==> config.mk <==
export PLATFORM = sky130hd
export DESIGN_NAME = wb_can_tx_mailbox
export DESIGN_NICKNAME = d
export VERILOG_FILES = /design/src/rtl/wb_can_tx_mailbox.sv
export SDC_FILE = /design/constraint.sdc
export NUM_CORES = 1
export LEC_CHECK = 0
export CORE_MARGIN = 4
export CORE_UTILIZATION = 60
export CTS_CLUSTER_DIAMETER = 60
export DETAILED_ROUTE_END_ITERATION = 10
export GPL_TIMING_DRIVEN = 0
export PLACE_DENSITY = 0.83
export SYNTH_ARGS = -nofsm -noshare
export SYNTH_HDL_FRONTEND = slang
export SYNTH_SLANG_ARGS = --single-unit
==> constraint.sdc <==
create_clock -name wb_clk_i -period 18.1 [get_ports wb_clk_i]
set_input_delay 2.715 -clock wb_clk_i [delete_from_list [all_inputs] [get_ports wb_clk_i]]
set_output_delay 2.715 -clock wb_clk_i [all_outputs]
set_load 0.03 [all_outputs]
==> src/rtl/wb_can_tx_mailbox.sv <==
// rtl/wb_can_tx_mailbox.sv - multi-mailbox CAN transmit queue with Wishbone slave
// Ports:
//   wb_clk_i, wb_rst_i          clock, synchronous active-high reset
//   wb_adr_i .. wb_dat_o        Wishbone slave (byte address, word index adr[7:2])
//   tx_pkt_ready, tx_ID, tx_pkt_size, tx_RTR, tx_EXT, tx_data   frame offered to TCU
//   tx_done, tx_arb_loss        TCU result pulses for the offered frame
//   irq_o                       level interrupt from DONE/LOST and their enables
module wb_can_tx_mailbox #(
   parameter int NUM_MBOX  = 4,
   parameter int MAX_RETRY = 0
) (
   input  logic        wb_clk_i,
   input  logic        wb_rst_i,
   input  logic [31:0] wb_adr_i,
   input  logic [31:0] wb_dat_i,
   input  logic [3:0]  wb_sel_i,
   input  logic        wb_we_i,
   input  logic        wb_cyc_i,
   input  logic        wb_stb_i,
   output logic        wb_ack_o,
   output logic [31:0] wb_dat_o,
   output logic        tx_pkt_ready,
   output logic [28:0] tx_ID,
   output logic [3:0]  tx_pkt_size,
   output logic        tx_RTR,
   output logic        tx_EXT,
   output logic [63:0] tx_data,
   input  logic        tx_done,
   input  logic        tx_arb_loss,
   output logic        irq_o
);

   localparam int IW = (NUM_MBOX > 1) ? $clog2(NUM_MBOX) : 1;

   localparam logic [1:0] ST_IDLE   = 2'd0;
   localparam logic [1:0] ST_SELECT = 2'd1;
   localparam logic [1:0] ST_ACTIVE = 2'd2;

   localparam logic [5:0] W_STATUS = 6'(4 * NUM_MBOX);
   localparam logic [5:0] W_W1C    = 6'(4 * NUM_MBOX + 1);
   localparam logic [5:0] W_IE     = 6'(4 * NUM_MBOX + 2);

   // Lower key wins arbitration on the CAN bus; standard frames beat extended
   // frames with the same base ID because of the SRR/IDE recessive bits.
   function automatic logic [31:0] prio_key(input logic [28:0] id, input logic ext,
                                            input logic rtr);
      if (ext)
         return {id[28:18], 1'b1, 1'b1, id[17:0], rtr};
      else
         return {id[10:0], rtr, 1'b0, 19'b0};
   endfunction

   logic [1:0]          state;
   logic [28:0]         mb_id   [NUM_MBOX];
   logic                mb_ext  [NUM_MBOX];
   logic                mb_rtr  [NUM_MBOX];
   logic [3:0]          mb_dlc  [NUM_MBOX];
   logic [31:0]         mb_dl   [NUM_MBOX];
   logic [31:0]         mb_dh   [NUM_MBOX];
   logic [7:0]          retry_cnt [NUM_MBOX];
   logic [NUM_MBOX-1:0] pend, done, lost, done_ie, lost_ie;
   logic [IW-1:0]       active_idx;
   logic                abort_flag;

   // Bus decode
   logic          bus_acc, bus_wr, mb_hit;
   logic [5:0]    word;
   logic [IW-1:0] mb_sel;
   logic [1:0]    mb_reg;
   logic [31:0]   byte_mask, mb_word, merged, rd_data, status_word;
   logic          unused_ok;

   assign bus_acc   = wb_cyc_i & wb_stb_i & ~wb_ack_o;
   assign bus_wr    = bus_acc & wb_we_i;
   assign word      = wb_adr_i[7:2];
   assign mb_hit    = (word[5:2] < 4'(NUM_MBOX));
   assign mb_sel    = word[2 +: IW];
   assign mb_reg    = word[1:0];
   assign byte_mask = {{8{wb_sel_i[3]}}, {8{wb_sel_i[2]}}, {8{wb_sel_i[1]}}, {8{wb_sel_i[0]}}};
   assign unused_ok = &{1'b0, wb_adr_i[31:8], wb_adr_i[1:0]};

   assign status_word = {4'b0, (state != ST_IDLE), 3'(active_idx),
                         8'(lost), 8'(done), 8'(pend)};

   always_comb begin
      mb_word = '0;
      if (mb_hit) begin
         case (mb_reg)
            2'd0:    mb_word = {1'b0, mb_rtr[mb_sel], mb_ext[mb_sel], mb_id[mb_sel]};
            2'd1:    mb_word = {28'b0, mb_dlc[mb_sel]};
            2'd2:    mb_word = mb_dl[mb_sel];
            default: mb_word = mb_dh[mb_sel];
         endcase
      end
      rd_data = mb_word;
      if (!mb_hit) begin
         if (word == W_STATUS)
            rd_data = status_word;
         else if (word == W_IE)
            rd_data = {16'b0, 8'(lost_ie), 8'(done_ie)};
      end
   end

   // Byte-lane merge of write data into the addressed mailbox register
   assign merged = (mb_word & ~byte_mask) | (wb_dat_i & byte_mask);

   // Per-mailbox write strobes
   logic [NUM_MBOX-1:0] wr_mb, req_w, abort_w;
   always_comb begin
      for (int m = 0; m < NUM_MBOX; m++) begin
         wr_mb[m]   = bus_wr & mb_hit & (mb_sel == IW'(m));
         req_w[m]   = wr_mb[m] & (mb_reg == 2'd1) & wb_sel_i[1] & wb_dat_i[8];
         abort_w[m] = wr_mb[m] & (mb_reg == 2'd1) & wb_sel_i[1] & wb_dat_i[9];
      end
   end

   // Winner among pending mailboxes; strict compare keeps the lowest index on ties
   logic          win_any;
   logic [IW-1:0] win_idx;
   logic [31:0]   win_key;
   always_comb begin
      win_any = 1'b0;
      win_idx = '0;
      win_key = '1;
      for (int m = 0; m < NUM_MBOX; m++) begin
         if (pend[m] && (!win_any || prio_key(mb_id[m], mb_ext[m], mb_rtr[m]) < win_key)) begin
            win_any = 1'b1;
            win_idx = IW'(m);
            win_key = prio_key(mb_id[m], mb_ext[m], mb_rtr[m]);
         end
      end
   end

   // The mailbox being selected counts as active so an abort during SELECT is deferred
   logic          cur_busy, cur_abort, retry_limit;
   logic [IW-1:0] cur_idx;
   assign cur_busy    = ((state == ST_SELECT) && win_any) || (state == ST_ACTIVE);
   assign cur_idx     = (state == ST_SELECT) ? win_idx : active_idx;
   assign cur_abort   = cur_busy & abort_w[cur_idx];
   assign retry_limit = (MAX_RETRY != 0) &&
                        ((retry_cnt[active_idx] + 8'd1) == 8'(MAX_RETRY));

   logic [NUM_MBOX-1:0] pend_n, done_set, lost_set, cnt_clr, cnt_inc, w1c_done, w1c_lost;
   always_comb begin
      pend_n   = pend;
      done_set = '0;
      lost_set = '0;
      cnt_clr  = '0;
      cnt_inc  = '0;
      for (int m = 0; m < NUM_MBOX; m++) begin
         if (abort_w[m]) begin
            if (pend[m] && !(cur_busy && (cur_idx == IW'(m)))) begin
               pend_n[m]   = 1'b0;
               lost_set[m] = 1'b1;
               cnt_clr[m]  = 1'b1;
            end
         end else if (req_w[m] && !pend[m]) begin
            pend_n[m]  = 1'b1;
            cnt_clr[m] = 1'b1;
         end
      end
      if (state == ST_ACTIVE) begin
         if (tx_done) begin
            pend_n[active_idx]   = 1'b0;
            done_set[active_idx] = 1'b1;
            cnt_clr[active_idx]  = 1'b1;
         end else if (tx_arb_loss) begin
            if (abort_flag || cur_abort || retry_limit) begin
               pend_n[active_idx]   = 1'b0;
               lost_set[active_idx] = 1'b1;
               cnt_clr[active_idx]  = 1'b1;
            end else begin
               cnt_inc[active_idx] = 1'b1;
            end
         end
      end
      w1c_done = (bus_wr && (word == W_W1C) && wb_sel_i[1]) ? wb_dat_i[8 +: NUM_MBOX]  : '0;
      w1c_lost = (bus_wr && (word == W_W1C) && wb_sel_i[2]) ? wb_dat_i[16 +: NUM_MBOX] : '0;
   end

   assign tx_pkt_ready = (state == ST_ACTIVE);

   always_ff @(posedge wb_clk_i) begin
      if (wb_rst_i) begin
         state       <= ST_IDLE;
         pend        <= '0;
         done        <= '0;
         lost        <= '0;
         done_ie     <= '0;
         lost_ie     <= '0;
         active_idx  <= '0;
         abort_flag  <= 1'b0;
         wb_ack_o    <= 1'b0;
         wb_dat_o    <= '0;
         irq_o       <= 1'b0;
         tx_ID       <= '0;
         tx_pkt_size <= '0;
         tx_RTR      <= 1'b0;
         tx_EXT      <= 1'b0;
         tx_data     <= '0;
         for (int m = 0; m < NUM_MBOX; m++) begin
            mb_id[m]     <= '0;
            mb_ext[m]    <= 1'b0;
            mb_rtr[m]    <= 1'b0;
            mb_dlc[m]    <= '0;
            mb_dl[m]     <= '0;
            mb_dh[m]     <= '0;
            retry_cnt[m] <= '0;
         end
      end else begin
         wb_ack_o <= bus_acc;
         wb_dat_o <= (bus_acc && !wb_we_i) ? rd_data : '0;

         pend  <= pend_n;
         // Hardware set is OR-ed in after the clear so it wins a same-cycle W1C
         done  <= (done & ~w1c_done) | done_set;
         lost  <= (lost & ~w1c_lost) | lost_set;
         irq_o <= |((done & done_ie) | (lost & lost_ie));

         if (bus_wr && (word == W_IE)) begin
            if (wb_sel_i[0]) done_ie <= wb_dat_i[NUM_MBOX-1:0];
            if (wb_sel_i[1]) lost_ie <= wb_dat_i[8 +: NUM_MBOX];
         end

         for (int m = 0; m < NUM_MBOX; m++) begin
            if (cnt_clr[m])
               retry_cnt[m] <= '0;
            else if (cnt_inc[m])
               retry_cnt[m] <= retry_cnt[m] + 8'd1;

            // Frame fields are frozen while the mailbox is pending
            if (wr_mb[m] && !pend[m]) begin
               case (mb_reg)
                  2'd0: begin
                     mb_id[m]  <= merged[28:0];
                     mb_ext[m] <= merged[29];
                     mb_rtr[m] <= merged[30];
                  end
                  2'd1:    if (wb_sel_i[0]) mb_dlc[m] <= wb_dat_i[3:0];
                  2'd2:    mb_dl[m] <= merged;
                  default: mb_dh[m] <= merged;
               endcase
            end
         end

         case (state)
            ST_IDLE: begin
               if (|pend) state <= ST_SELECT;
            end
            ST_SELECT: begin
               if (win_any) begin
                  active_idx  <= win_idx;
                  tx_ID       <= mb_id[win_idx];
                  tx_EXT      <= mb_ext[win_idx];
                  tx_RTR      <= mb_rtr[win_idx];
                  tx_pkt_size <= mb_dlc[win_idx];
                  tx_data     <= {mb_dh[win_idx], mb_dl[win_idx]};
                  abort_flag  <= abort_w[win_idx];
                  state       <= ST_ACTIVE;
               end else begin
                  state <= ST_IDLE;
               end
            end
            ST_ACTIVE: begin
               if (tx_done || tx_arb_loss) begin
                  abort_flag <= 1'b0;
                  state      <= ST_IDLE;
               end else if (abort_w[active_idx]) begin
                  abort_flag <= 1'b1;
               end
            end
            default: state <= ST_IDLE;
         endcase
      end
   end

endmodule

---- Word level (Yosys, flattened, before mapping) ----
Memories as Yosys holds them, arrays and structs flattened. A register that Yosys moved wholly into a read port is not among the register bits.
Index checks and enable logic that the tools add are counted.
storage, ports and cells
  register bits ........................... 59
  memory bits (writable) .................. 396
  bits of input ports ..................... 75
  output and inout port bits .............. 134
  memories ................................ 6
operators by class
  order comparisons ....................... 8
  equality and inequality tests ........... 17
  mux-type cells .......................... 147
  bitwise operators ....................... 67
  reductions and logical operators ........ 59
memory list
  memory  depth  width  read ports  clocked after memory_dff  write ports  RTL line  text
  mb_dh   4      32     2           1                         4            59        logic [31:0] mb_dh [NUM_MBOX];
  mb_dl   4      32     2           1                         4            58        logic [31:0] mb_dl [NUM_MBOX];
  mb_id   4      29     6           1                         4            54        logic [28:0] mb_id [NUM_MBOX];
  mb_dlc  4      4      2           1                         4            57        logic [3:0] mb_dlc [NUM_MBOX];
  mb_ext  4      1      6           1                         4            55        logic mb_ext [NUM_MBOX];
  mb_rtr  4      1      6           1                         4            56        logic mb_rtr [NUM_MBOX];
operators by type and width
  kind                number
  $mux 32             19
  $mux 29             4
  $lt 32x32->1        3
  $pmux 32 s3         1
  $mux 1              95
  $and 32x32->32      2
  $mux 4              16
  $not 32->32         1
  $or 32x32->32       1
  $logic_and 1x1->1   26
  $and 1x1->1         25
  $or 1x1->1          24
  $and 4x4->4         5
  $eq 6x5->1 const B  3
  $or 4x4->4          4
  $eq 2x2->1 const B  6
  $logic_not 1->1     12
  $mux 2              6
  $not 4->4           3
  $lt 2x3->1 const B  3
  $eq 2x1->1 const B  4
  $logic_not 2->1     4
  $reduce_and 2->1    4
  $reduce_or 4->1     2
  other kinds (15)    25

---- Logic depth before layout (Yosys ltp) ----
Gate-level depths: netlist of the first run.
An unclocked memory read counts as a cell.
  depth in word-level cells ............... 28
  depth in mapped cells ................... 43
  gate-level depth less buffers ........... 35

---- Worst setup path before layout of the first run ----
OpenSTA, ideal clock, no wires.
  path type ............................... reg2reg
  start point ............................. memory mb_ext[0]
  end point ............................... register lost[0]
  arrival time ............................ 8.450 ns
  slack ................................... 9.564 ns
  cell stages (with the launch flop) ...... 40
  buffers on the path ..................... 9
  clock period less this slack ............ 8.536 ns
  cell sequence ........................... edfxtp_1 clkbuf_1 buf_1 mux2i_1 nand2_1 inv_1 ha_1 nand4_2 or4_4 nor3_4 o2111ai_1 nand3b_2 clkbuf_1 clkbuf_1 o21ai_0 ha_1 nand3_1 nor4_1 (+4 left out) buf_4 buf_6 buf_2 buf_2 a21oi_1 ha_1 a21o_1 a21o_1 a2111oi_0 o211ai_1 a22oi_1 a311o_1 o211ai_2 buf_4 o21ai_2 xnor2_2 o211ai_1 a221oi_2
RTL lines
  item                  RTL line  text
  start, declared       55
  end signal, assigned  217       lost <= (lost & ~w1c_lost) | lost_set;
  end, declared         61        logic [NUM_MBOX-1:0] pend, done, lost, done_ie, lost_ie;

==> metrics, run 1 <==
Post-synth ARST share=0; VDD IR max=0.09004 mV; Post-synth EDFFs=396; Yosys top cell by area=edfxtp_1; vias in the first global route=25200; Area contributors post-synth=edfxtp_1 (39%), dfxtp_1 (10%), nor2_1 (7.8%), mux4_2 (7.7%), mux2i_1 (7.2%); first-pass GRT wire length=169700 um; syn_nets=3025; mux contribution to synthesized area=0.1715; Critical Path Most Common Cell=clkbuf_1; Worst Tran Pin Value=1430 ps; Min Hold Slack=497.0 ps; sequential area share after synthesis=0.4966; clock sinks=554; Metal-1 WL=41700 um; DR WL/cell=31.45 um; Post-Syn Area=30310 um2; Core Box Area=50070 um2; share of layout cells above drive strength 1=0.1128; fill count=3748; top-area cell type share of the netlist area=0.3923; Synth top cells by count=nor2_1 (631), edfxtp_1 (396), mux2i_1 (219), nand2_1 (219), clkbuf_1 (176); Die Y-Extent=232.8 um; global route total overflow=0; critical path class=reg -> reg; Post-CTS Setup Repair Bufs=0; Total Routed Length=120200 um; normalized max-slew margin=0.04691; Gate Count Post-Synth=2855; Fin Setup TNS=0 ps; Synth cell types=80; final-report max-slew violation count=0; CTS Buf Count=58; highest routed layer=met5; critical path peak fanout=10; metal3 WL=19000 um; cell with the most instances after synthesis=nor2_1; FMAX=0.07865 GHz; arrival time worst endpoint=13220 ps; CP Launch Type=flip-flop; worst hold path class=reg -> reg; TritonCTS clock tree=built; H-tree depth=2; Final Hold Fails=0; XOR/XNOR share of the synthesized area=0.001403; Pwr per Cell Area=82.96 nW/um2; Post-DRT Antenna Nets=0; Placer Congestion=1.119; Yosys warning total=0; post-route clock period utilization=0.7025; Clock Path Buffers=3; Final WS setup=5385 ps; Pre-antenna DRT Iters=7; fin nets=3268; Slowest-stage cell, CP=nor4_1; DP Cell Count=3709; Post-Layout Cell Count=3821; met2 WL=50890 um; drt drc=0; # port buffers=176; hold-fix buffer count after cts=0; FF-to-FF Start=mb_ext[1]$_SDFFCE_PN0P_; Yosys reg bits=554; detailed router's first-iteration violation count=4465; Final Skew=77.41 ps; CTS root buffer=clkbuf_16; footprint of the multi-input gates=14090 um2; pin count of the biggest net entering global routing=33; GRT Overall Usage=0.4355; Synth Area in Simple Gates=0.1408; CP Capture Type=flip-flop; leakage power=13.10 nW; Detail Placement HPWL=90600 um; main combinational cell family by area after synthesis=multiplexers; IO Pins=209; Clk pin slew, worst setup/hold paths=60 ps; vias per cell=6.928; Period minus WS final=12710 ps; register area=15050 um2; cell row count=82; adder-cell share of the synthesized area=0.03921; crit-path max cell delay=790 ps; starting density of the core=0.6054; worst hold path startpoint=tx_data[53]$_SDFFE_PP0P_; cts repair resizes=0; initial antenna violation count=8; RSZ-0062 raised after global routing=no; die extent in x=232.8 um; status=complete, no violations; via count=26470; Max-Cap Viols=0; full die area=54180 um2; Avg Cell Area, Syn=10.62 um2; Top FF cell, synth=edfxtp_1; Setup violations, final=0; Skew-Pair Late Insertion Delay=680 ps; P&R area growth vs syn=15.67%; Worst Setup SP=mb_ext[1]$_SDFFCE_PN0P_; pre-CTS setup slack=6103 ps; complex-gate fraction of the synthesized area=0.1117; CP required=18610 ps
## worst max-delay path, delay by kind of cell (launching register included)
| family | cells | cell delay (ps) |
|---|---|---|
| AND/OR/NAND/NOR | 11 | 3560 |
| adder cells (fa/ha/maj) | 3 | 970 |
| multiplexers | 2 | 1050 |
| buffers and inverters | 11 | 3980 |
| AO/OA/AOI/OAI | 11 | 2580 |
| flip-flops | 1 | 390 |
## state kept, by name (all words and copies together), names as in the netlist, 16 cells and up
name	count
mb_dh	128
mb_dl	128
mb_dlc	16
mb_id	116
tx_ID	29
tx_data	64
wb_dat_o	32
## layout make-up
class                      instances  share of cell area
timing repair buffer             183             0.05417
sequential                       554              0.4293
antenna                            1          0.00007137
clock inverter                    33             0.01067
clock buffer                      77             0.04632
inverter                          32            0.003426
multi-input combinational       2026              0.4020
tap                              672             0.02398
buffer                           243             0.03005
## per-stage QoR
stage	power (W)	utilization	instance area (um2)
6_report	0.002909	0.7003	35060
3_3_place_gp	0.001665	0.6574	32920
5_1_grt	0.002957	0.7003	35060
4_1_cts	0.002881	0.6999	35040
3_5_place_dp	0.001673	0.6600	33050
2_1_floorplan	0.001562	-	30310
## logic make-up (layout without fill, tap and decap cells)
kind of cell,count (synthesis),in the layout
xor gates and xnor gates,4,4
DFF,554,554
muxes,383,383
and+or+nand+nor,1023,1023
other,0,1
AOI/OAI and AO/OA,521,521
buffers and inverters,275,568
adders and majority gates,95,95
## cell usage in the layout, fill, tap and decap left out, types with 32 or more instances in the layout
cell             synthesis  layout
nor2_1                 631     631
edfxtp_1               396     396
mux2i_1                219     219
nand2_1                219     219
clkbuf_1               176     183
clkdlybuf4s50_1          0     176
dfxtp_1                158     158
a21oi_1                143     143
a211oi_1               107     107
mux4_2                 103     103
o21ai_1                101     101
ha_1                    95      95
mux2_2                  61      61
clkbuf_16                0      58
and2_1                  57      57
inv_1                   32      32
o21ai_0                 32      32
## report_power, final
part | internal, W | switching [W]
logic | 0.0000823 | 0.000159
registers | 0.00139 | 0.0000331
clock network | 0.000709 | 0.000538
total | 0.00218 | 0.000729
## path summary, 6_finish.rpt
path	endpoint	slack (ps)	cells past startpoint
worst max-delay path	tx_data[17]$_SDFFE_PP0P_	5390	38
worst min-delay path	tx_data[53]$_SDFFE_PP0P_	500	2
worst max register to register	tx_data[17]$_SDFFE_PP0P_	5390	38
worst min register to register	tx_data[53]$_SDFFE_PP0P_	500	2
## routing by layer
| layer | global-route usage | vias up |
|---|---|---|
| met5 | 0 | - |
| met4 | 0.2426 | 6 |
| met3 | 0.1510 | 533 |
| met2 | 0.6402 | 2438 |
| met1 | 0.5666 | 12620 |
| li1 | - | 10870 |
No activity file was read; power rests on OpenSTA's default activity.
==> run 2: changes to the inputs <==
--- a/config.mk
+++ b/config.mk
@@ -6,11 +6,11 @@
 export NUM_CORES = 1
 export LEC_CHECK = 0
 export CORE_MARGIN = 4
-export CORE_UTILIZATION = 60
+export CORE_UTILIZATION = 54
 export CTS_CLUSTER_DIAMETER = 60
 export DETAILED_ROUTE_END_ITERATION = 10
 export GPL_TIMING_DRIVEN = 0
-export PLACE_DENSITY = 0.83
+export PLACE_DENSITY = 0.79
 export SYNTH_ARGS = -nofsm -noshare
 export SYNTH_HDL_FRONTEND = slang
 export SYNTH_SLANG_ARGS = --single-unit
==> constraint.sdc (replaced) <==
create_clock -name wb_clk_i -period 10.8 [get_ports wb_clk_i]
set_input_delay 1.62 -clock wb_clk_i [delete_from_list [all_inputs] [get_ports wb_clk_i]]
set_output_delay 1.62 -clock wb_clk_i [all_outputs]
set_load 0.03 [all_outputs]
==> run 2 against run 1 <==
Against the previous run:
- combinational power is 68% higher
- critical endpoint is now tx_data[16]$_SDFFE_PP0P_
- sequential power grew 68%
- critical path depth down 1
- register-to-register slack lost 5300 ps
==> metrics, run 2 (synthesized netlist as in run 1, its figures left out) <==
H-tree depth=2 (unchanged); Top Registers=mb_dh: 128 flops, mb_dl: 128 flops, mb_id: 116 flops (unchanged); starting density of the core=0.5481 (was 0.6054); commonest non-fill, non-tap cell in the layout=nor2_1 (unchanged); Skew-Pair Late Insertion Delay=690 ps (was 680 ps); status=complete, no violations (unchanged); GRT Overall Usage=0.3998 (was 0.4355); crit-path max cell delay=700 ps (was 790 ps); initial antenna violation count=9 (was 8); Period minus WS final=10690 ps (was 12710 ps); global route total overflow=0 (unchanged); Slowest-stage cell, CP=dfxtp_1 (was nor4_1); Setup violations, final=0 (unchanged); TritonCTS clock tree=built (unchanged); pin count of the biggest net entering global routing=33 (unchanged); Min Hold Slack=499.4 ps (was 497.0 ps); leakage power=13.21 nW (was 13.10 nW); CP Launch Type=flip-flop (unchanged); Final Hold Fails=0 (unchanged); pre-CTS setup slack=-1877 ps (was 6103 ps); vias in the first global route=25010 (was 25200); full die area=59990 um2 (was 54180 um2); Placer Congestion=1.145 (was 1.119); via count=26390 (was 26470); Clock Path Buffers=3 (unchanged); IO Pins=209 (unchanged); Final WS setup=110.0 ps (was 5385 ps); cell row count=86 (was 82); VDD IR max=0.1459 mV (was 0.09004 mV); fin util=0.6434 (was 0.7003); fill count=4411 (was 3748); Final Skew=68.95 ps (was 77.41 ps); Post-DRT Antenna Nets=0 (unchanged); DR WL/cell=31.47 um (was 31.45 um); hold-fix buffer count after cts=0 (unchanged); post-route clock period utilization=0.9898 (was 0.7025); critical path class=reg -> reg (unchanged); Overall Power=0.005010 W (was 0.002909 W); detailed router's first-iteration violation count=3991 (was 4465); clock sinks=554 (unchanged); CTS Buf Count=61 (was 58); FMAX=0.09355 GHz (was 0.07865 GHz); Clk pin slew, worst setup/hold paths=60 ps (about the same); critical path peak fanout=10 (unchanged); CP Capture Type=flip-flop (unchanged); most frequent cells in the layout=nor2_1 (629), edfxtp_1 (396), nand2_1 (219), mux2i_1 (206), clkdlybuf4s50_1 (176) (was nor2_1 (631), edfxtp_1 (396), mux2i_1 (219), nand2_1 (219), clkbuf_1 (183)); arrival time worst endpoint=11200 ps (was 13220 ps); Pwr per Cell Area=140.8 nW/um2 (was 82.96 nW/um2); fin nets=3276 (was 3268); Worst Tran Pin Value=1328 ps (was 1430 ps); die extent in x=244.9 um (was 232.8 um); Pre-antenna DRT Iters=8 (was 7); Total Routed Length=123300 um (was 120200 um); CP required=11310 ps (was 18610 ps); drt drc=0 (unchanged); worst hold path class=reg -> reg (unchanged); Detail Placement HPWL=92900 um (was 90600 um); Fin Setup TNS=0 ps (unchanged); P&R area growth vs syn=17.39% (was 15.67%); CTS root buffer=clkbuf_16 (unchanged); Core Box Area=55310 um2 (was 50070 um2); final-report max-slew violation count=0 (unchanged); Max-Cap Viols=0 (unchanged); vias per cell=6.735 (was 6.928); # port buffers=176 (unchanged); share of layout cells above drive strength 1=0.1269 (was 0.1128); Die Y-Extent=244.9 um (was 232.8 um); normalized max-slew margin=0.1144 (was 0.04691); first-pass GRT wire length=173000 um (was 169700 um)
[run 2: changes by cell type in the layout (fill, tap and decap cells not counted), moves of 6 or more]
| cell | previous run | this run |
|---|---|---|
| clkbuf_8 | 10 | 4 |
| clkbuf_4 | 0 | 11 |
| clkbuf_1 | 183 | 172 |
| mux2i_1 | 219 | 206 |
| buf_4 | 14 | 23 |
| mux2i_2 | 0 | 7 |
| diode_2 | 1 | 11 |
| mux2i_4 | 0 | 6 |
| clkbuf_16 | 58 | 68 |
[run 2: layer usage]
metal	vias to the layer above	GRT usage	share of wire
li1	10920	-	-
met1	12860	0.5269	0.37
met2	2200	0.5902	0.42
met3	399	0.1461	0.15
met4	8	0.1905	0.060
met5	-	0	0.00045
[run 2: worst max-delay path: cells and delay by family, from the launching register on]
family          cells  cell delay, ps
compound gates     13            3520
simple gates       10            2250
flops               1             700
buf+inv            10            2660
mux                 1             470
fa+ha+maj           3             890
[run 2: worst paths after layout]
check,from,end,slack [ps],depth (start not counted)
min reg2reg,tx_ID[18]$_SDFFE_PP0P_,tx_ID[18]$_SDFFE_PP0P_,500,2
min,tx_ID[18]$_SDFFE_PP0P_,tx_ID[18]$_SDFFE_PP0P_,500,2
max reg2reg,pend[0]$_SDFF_PP0_,tx_data[16]$_SDFFE_PP0P_,110,37
max,pend[0]$_SDFF_PP0_,tx_data[16]$_SDFFE_PP0P_,110,37
[run 2: power breakdown]
group	switching (W)	internal, W	total, W
registers	0.0000580	0.00233	0.00238
logic	0.000267	0.000138	0.000405
clock network	0.000941	0.00128	0.00222
[run 2: metrics by stage]
step	cell area, um2	instances
after floorplan	30310	2855
after global placement	33010	3779
after detailed placement	33100	3783
after CTS	35370	3897
after global routing	35560	3908
final	35580	3918
[run 2: area by class of cell]
type	instances	area [um2]	share of cell area
Timing Repair Buffer	190	1917	0.05387
Tap cell	748	935.9	0.02630
Inverter	32	120.1	0.003376
Multi-Input combinational cell	2026	14260	0.4008
Sequential cell	554	15050	0.4231
Antenna cell	11	27.53	0.0007736
Clock buffer	81	1790	0.05032
Buffer	241	1092	0.03070
Clock inverter	35	384.1	0.01080
[run 2: repair_timing]
action                                  in CTS  in global routing
buffers inserted                             0                 10
pin swaps                                    0                  4
endpoints found under the setup margin     110                110
resized for setup                           29                 32
